===== src/rtl/logic_op_sequencer.sv =====
// logic_op_sequencer
//   Bit-serial feeder/collector for a combinational two-input logical unit.
//   An accepted start latches two WIDTH-bit operands and a 4-bit function
//   code, then streams one operand bit pair per cycle (LSB first) to the
//   unit and gathers its returned bit into a WIDTH-bit result word.
//
// Ports
//   clk      in   system clock, rising edge
//   rst      in   asynchronous active-high reset
//   start    in   begin an operation (only honoured in IDLE)
//   op_a     in   operand A word, captured on accepted start
//   op_b     in   operand B word, captured on accepted start
//   func_in  in   function code, captured on accepted start
//   lu_out   in   out bit from the logical unit for the current a/b pair
//   a, b     out  current operand bits (0 outside RUN)
//   func     out  latched function code
//   busy     out  high in RUN and DONE
//   result   out  collected result word
//   done     out  one-cycle pulse when result is complete
module logic_op_sequencer #(
  parameter int WIDTH = 8
) (
  input  logic             clk,
  input  logic             rst,
  input  logic             start,
  input  logic [WIDTH-1:0] op_a,
  input  logic [WIDTH-1:0] op_b,
  input  logic [3:0]       func_in,
  input  logic             lu_out,
  output logic             a,
  output logic             b,
  output logic [3:0]       func,
  output logic             busy,
  output logic [WIDTH-1:0] result,
  output logic             done
);

  localparam int CW = (WIDTH > 1) ? $clog2(WIDTH) : 1;
  localparam logic [CW-1:0] LAST = CW'(WIDTH - 1);

  typedef enum logic [1:0] {
    IDLE = 2'd0,
    RUN  = 2'd1,
    DONE = 2'd2
  } state_t;

  state_t          state, state_nxt;
  logic [WIDTH-1:0] sh_a, sh_b;
  logic [CW-1:0]    cnt;
  logic             accept;
  logic             last;

  assign last = (cnt == LAST);

  // state register
  always_ff @(posedge clk or posedge rst) begin
    if (rst) state <= IDLE;
    else     state <= state_nxt;
  end

  // next state; start is only looked at in IDLE, so a start seen
  // during RUN or DONE is simply dropped
  always_comb begin
    state_nxt = state;
    accept    = 1'b0;
    case (state)
      IDLE: begin
        if (start) begin
          accept    = 1'b1;
          state_nxt = RUN;
        end
      end
      RUN:     if (last) state_nxt = DONE;
      DONE:    state_nxt = IDLE;
      default: state_nxt = IDLE;
    endcase
  end

  // datapath: operand shifters, bit index, function latch, result capture
  always_ff @(posedge clk or posedge rst) begin
    if (rst) begin
      sh_a   <= '0;
      sh_b   <= '0;
      cnt    <= '0;
      func   <= 4'h0;
      result <= '0;
    end else if (accept) begin
      sh_a   <= op_a;
      sh_b   <= op_b;
      func   <= func_in;
      cnt    <= '0;
      result <= '0;
    end else if (state == RUN) begin
      // lu_out reflects the pair currently on a/b, i.e. bit index cnt
      result[cnt] <= lu_out;
      sh_a        <= {1'b0, sh_a[WIDTH-1:1]};
      sh_b        <= {1'b0, sh_b[WIDTH-1:1]};
      // hold at the last index; the FSM leaves RUN on this capture
      if (!last) cnt <= cnt + CW'(1);
    end
  end

  // outputs decoded from registers only; no input-to-output path
  assign a    = (state == RUN) & sh_a[0];
  assign b    = (state == RUN) & sh_b[0];
  assign busy = (state != IDLE);
  assign done = (state == DONE);

endmodule

===== config.mk =====
export PLATFORM = sky130hd
export DESIGN_NAME = logic_op_sequencer
export DESIGN_NICKNAME = d
export VERILOG_FILES = /design/src/rtl/logic_op_sequencer.sv
export SDC_FILE = /design/constraint.sdc
export NUM_CORES = 1
export LEC_CHECK = 0
export CORE_AREA = 2 2 72 74
export CTS_BUF_LIST = sky130_fd_sc_hd__clkbuf_8
export DETAILED_ROUTE_END_ITERATION = 16
export DIE_AREA = 0 0 74 76
export PLACE_DENSITY_LB_ADDON = 0.12
export SYNTH_ARGS = -nofsm -noshare
export SYNTH_HDL_FRONTEND = slang
export SYNTH_SLANG_ARGS = --single-unit

===== constraint.sdc =====
create_clock -name clk -period 1.5 [get_ports clk]
set_input_delay 0.3 -clock clk [delete_from_list [all_inputs] [get_ports clk]]
set_output_delay 0.3 -clock clk [all_outputs]
set_load 0.005 [all_outputs]

After elaboration in Yosys (flattened, before gate mapping)
Cells that the tools add are included.
{ "classes": {"addsub": 1, "order_cmp": 2, "n_eq_ne": 6, "mux": 17, "n_bitwise": 2, "n_reduce_logical": 6} }
{ "ops": {"columns": ["op", "n"], "rows": [
  ["$mux 8", 6],
  ["$mux 3", 3],
  ["$bwmux 8", 1],
  ["$ne 2x2->1 const B", 3],
  ["$lt 3x4->1 const B", 1],
  ["$mux 2", 2],
  ["$pmux 2 s2", 1],
  ["$reduce_and 2->1", 2],
  ["$reduce_bool 2->1", 2],
  ["$add 3x1->3 const B", 1],
  ["$demux 1 s3", 1],
  ["$eq 3x3->1 const B", 1],
  ["$ge 3x1->1 const B", 1],
  ["$mux 1", 3],
  ["$and 1x1->1", 2],
  ["$eq 2x1->1 const B", 1],
  ["$eq 2x2->1 const B", 1],
  ["$logic_not 2->1", 1],
  ["$logic_and 1x1->1", 1]
]} }
{ "totals": {"regBits": 33, "inputBits": 24, "output_inout_bits": 16, "wordCells": 40} }

Longest topological paths before layout
{ "logic_depth": {"depth_word": 7, "depth_mapped": 5, "depth_no_buf": 5} }

Least setup slack after synthesis
OpenSTA, ideal clock, no wires.
{ "synth_path": {"path_type": "reg2reg", "startpoint": "register cnt[0]", "endpoint": "register cnt[0]", "setup_time_ns": 0.125, "t_arrival_ns": 1.427, "t_required_ns": 1.375, "path_slack_ns": -0.052, "stages_incl_launch_ff": 6, "path_buffers": 0, "period_less_slack_ns": 1.552, "path_cell_list": "dfrtp_1 ha_1 ha_1 nor3b_2 nor2_1 mux2_2"} }
{ "synth_between": {"elab_chain_cells": 4, "word_cells_on_any_way": 7, "cone_classes": "add/sub (1); eq/ne (2); mux (3); reduce/logical (1)"} }
{ "synth_lines": {"columns": ["element", "line_no", "rtl"], "rows": [
  ["start: declaration", "49", "logic [CW-1:0] cnt;"],
  ["start signal: assignment", "99", "if (!last) cnt <= cnt + CW'(1);"],
  ["$add 3x1->3", "99", null],
  ["$mux 3", "99", null],
  ["$mux 3", "93", "end else if (state == RUN) begin"],
  ["$mux 3", "87", "end else if (accept) begin"]
]} }
Parallel ways exist; a longest one is shown, timed or not. The select of a mux whose other input is x is not followed.
A chain may end at the register's enable or synchronous reset.

Worst setup path after layout
{ "layout_path": {"startpoint": "register state[0]", "endpoint": "output a"} }
{ "layout_between": {"elab_chain_cells": 2} }
{ "layout_lines": {"columns": ["element", "line_no", "rtl"], "rows": [
  ["start: declaration", "47", "state_t state, state_nxt;"],
  ["start signal: assignment", "58", "else state <= state_nxt;"],
  ["$eq 2x1->1", "104", "assign a = (state == RUN) & sh_a[0];"],
  ["$and 1x1->1", "104", null],
  ["end: declaration", "30", "output logic a,"]
]} }
Every way passes these cells.

==> flow_summary.ini <==
[pwr]
power.density_nw_per_um2 = 1850
p_leak_nw = 1.11
max-vdd-ir-drop_v = 0.000701

[drt]
ant_nets = 0
drt-total-wl_mm = 3.77
via_per_inst = 4.66
drc = 0
drt_iter0_markers = 38
num_vias = 1328
first_pass_iters = 4
wl_per_cell_um = 13.2

[worst_setup_path]
cp_cell_sequence = and2b_2 > buf_6 > and2_4 > buf_6
cp.arrival_ps = 1230
start_kind = flop
r2r_cells = 5
critPathTopFamily = flip-flops
r2r-start = state[1]$_DFFE_PP0P_
worstSetupPathDepth = 4
cp-startpoint = state[0]$_DFFE_PP0P_
path_buf_inv = 2
reg2reg_slack_ps = 30
cp_data_required_time_ps = 1200
path_class = reg -> out
slowest_stage = dfrtp_1
cpMostUsedCell = buf_6
cp_slowest_stage_delay_ps = 390
cp_max_fo = 3
endpoint_kind = output pin

[grt]
grt_use_total = 0.143
overflow = 0
grt_pass1_wl_mm = 6.18
antenna_found_initial = 0
grt_max_degree = 34
grt_pass1_vias = 1293

[timing]
finalHoldViolCount = 0
setup_slack_ps = -25.3
finalCriticalPeriod_ps = 1530
max_slew.worst_pin.slew_ps = 305
max_freq_ghz = 0.656
report.final.slew_viol_count = 0
setup_viol = 1
period_share = 1.02
skew_ps = 3.35
slew_headroom = 0.796
rsz0062_at_grt = true

[yosys]
synth.distinct_cells = 30
synthCells = 158
ys.flop_type = dfrtp_1
ys_ff_latch = 33
synthTopCellsByArea = dfrtp_1, nand2_1, a22oi_1, nand3_1, o311ai_1
yosys_warnings = 0
avgSynthCellArea_um2 = 9.72
ys_seq_area_frac = 0.538
synth_area_um2 = 1540
syn-num-nets = 184
synth_edf_count = 0
synth.top_cell.area_share = 0.538
async_flop_share = 1.00
synth_top_area_cell = dfrtp_1

[worst_hold_path]
hp-class = in -> async

[run]
maxCapViolations = 0

[clock_tree]
cts_root_buf = clkbuf_8
cts_max_level = 2
clk_pin_slew_ps = 60
clk_latency_ps = 280
cts_tree = yes
clock_sinks = 33
cts_buffers = 5
clockBufferDepth = 2
hold_buffers = 0

[placement]
dp.cells = 269
hpwlAfterDp_mm = 2.53
io_buffers = 39
gp_congestion = 0.811
dpl-instance-area_um2 = 2080

[die]
io-pin-count = 40
num_rows = 26
die_area_um2 = 5620
start_util = 0.313
core_area_um2 = 4910
die_h_um = 76
die_x_um = 74

[final_layout]
diodes = 0
area_growth_pct = 47.8
fillCellCount = 490
nets = 240
finalInstanceArea_um2 = 2270
final-instance-count-excl-fill = 285
drive_gt1_frac = 0.214

[outcome]
violations = negative setup slack
status = finished, violations left
worst register-to-register path, cell delays in order, from the launching register on:
cell      delay [ps]
dfrtp_1          370
buf_4            140
buf_4            170
nand2b_2         270
o311ai_1         320
nand2_1           90
per-layer routing:
layer	global-route usage	up-vias	wire length, µm
li1	-	653	-
met1	0.178	634	1650
met2	0.228	35	1870
met3	0.0489	6	207
met4	0.0527	0	45
met5	0	-	0
kinds of logic after synthesis:
logic type	count (synthesis)	share of synthesized area
AND/OR/NAND/NOR	80	0.256
buffers and inverters	13	0.0473
AO/OA/AOI/OAI	29	0.135
flip-flops	33	0.538
multiplexers	1	0.00733
adder cells (fa/ha/maj)	2	0.0163
state kept, by name, indices dropped and copies added (netlist names):
register / cells
sh_a: 8
func: 4
result: 8
sh_b: 8
state: 2
cnt: 3
cell type report:
class,instances,area (µm²),area share
timing repair buffer,59,568,0.250
tap,70,87.6,0.0386
clock buffer,5,68.8,0.0303
inverter,2,7.51,0.00331
sequential,33,827,0.365
multi-input combinational,113,696,0.307
clock inverter,3,13.8,0.00607
final timing paths:
kind | to
setup / recovery | a
hold / removal | sh_a[6]$_DFFE_PP0P_
setup reg to reg | result[4]$_DFFE_PP0P_
hold reg to reg | sh_b[0]$_DFFE_PP0P_
max in group asynchronous | cnt[0]$_DFFE_PP0P_
min in group clk | sh_b[0]$_DFFE_PP0P_
layout by cell type (no fill, tap or decap), types with 2 or more instances in the layout:
cell	instances
nand2_1	49
dfrtp_1	32
clkdlybuf4s50_1	31
buf_4	17
a22oi_1	13
nand3_1	10
clkbuf_8	5
a21oi_1	4
buf_6	4
dlymetal6s2s_1	4
and2_1	3
o21ai_0	3
nor2b_1	3
inv_1	3
o311ai_1	3
or3b_4	2
nor2_1	2
nor3b_4	2
a22o_1	2
nand2b_1	2
clkinv_2	2
synthesized netlist by cell type, types with 2 or more instances:
| library cell | instances |
|---|---|
| dfrtp_1 | 33 |
| a21oi_1 | 4 |
| buf_2 | 4 |
| o21ai_0 | 3 |
| ha_1 | 2 |
| and2_1 | 4 |
| a22oi_1 | 13 |
| nor2_1 | 3 |
| nand2b_1 | 3 |
| a22o_1 | 2 |
| clkbuf_1 | 4 |
| inv_1 | 2 |
| nand2_1 | 49 |
| nand3_1 | 10 |
| o311ai_1 | 3 |
| nor3b_2 | 2 |
| buf_6 | 2 |
| nor2b_1 | 3 |
power breakdown:
part	switching (W)	internal [W]	leakage, nW
Sequential	0.000197	0.00126	0.423
Combinational	0.000987	0.00111	0.636
Clock	0.000314	0.000314	0.0491
stage by stage:
step	TNS, ps	worst slack [ps]	total power [W]	hold WS [ps]	utilization
2_1_floorplan	0	17.6	0.00258	405	-
3_3_place_gp	-1450	-128	0.00335	451	0.424
3_5_place_dp	-1650	-144	0.00341	462	0.424
4_1_cts	-167	-167	0.00411	354	0.445
5_1_grt	-185	-87.3	0.00455	358	0.462
6_report	-25.3	-25.3	0.00419	346	0.462
what timing repair did:
item | 4_1_cts | 5_1_grt
setup endpoints to repair | 7 | 13
setup buffers | 2 | 6
resized for setup | 15 | 15
gates cloned | 1 | 0
pin swaps | 1 | 4
(Power assumes the default switching activity.)
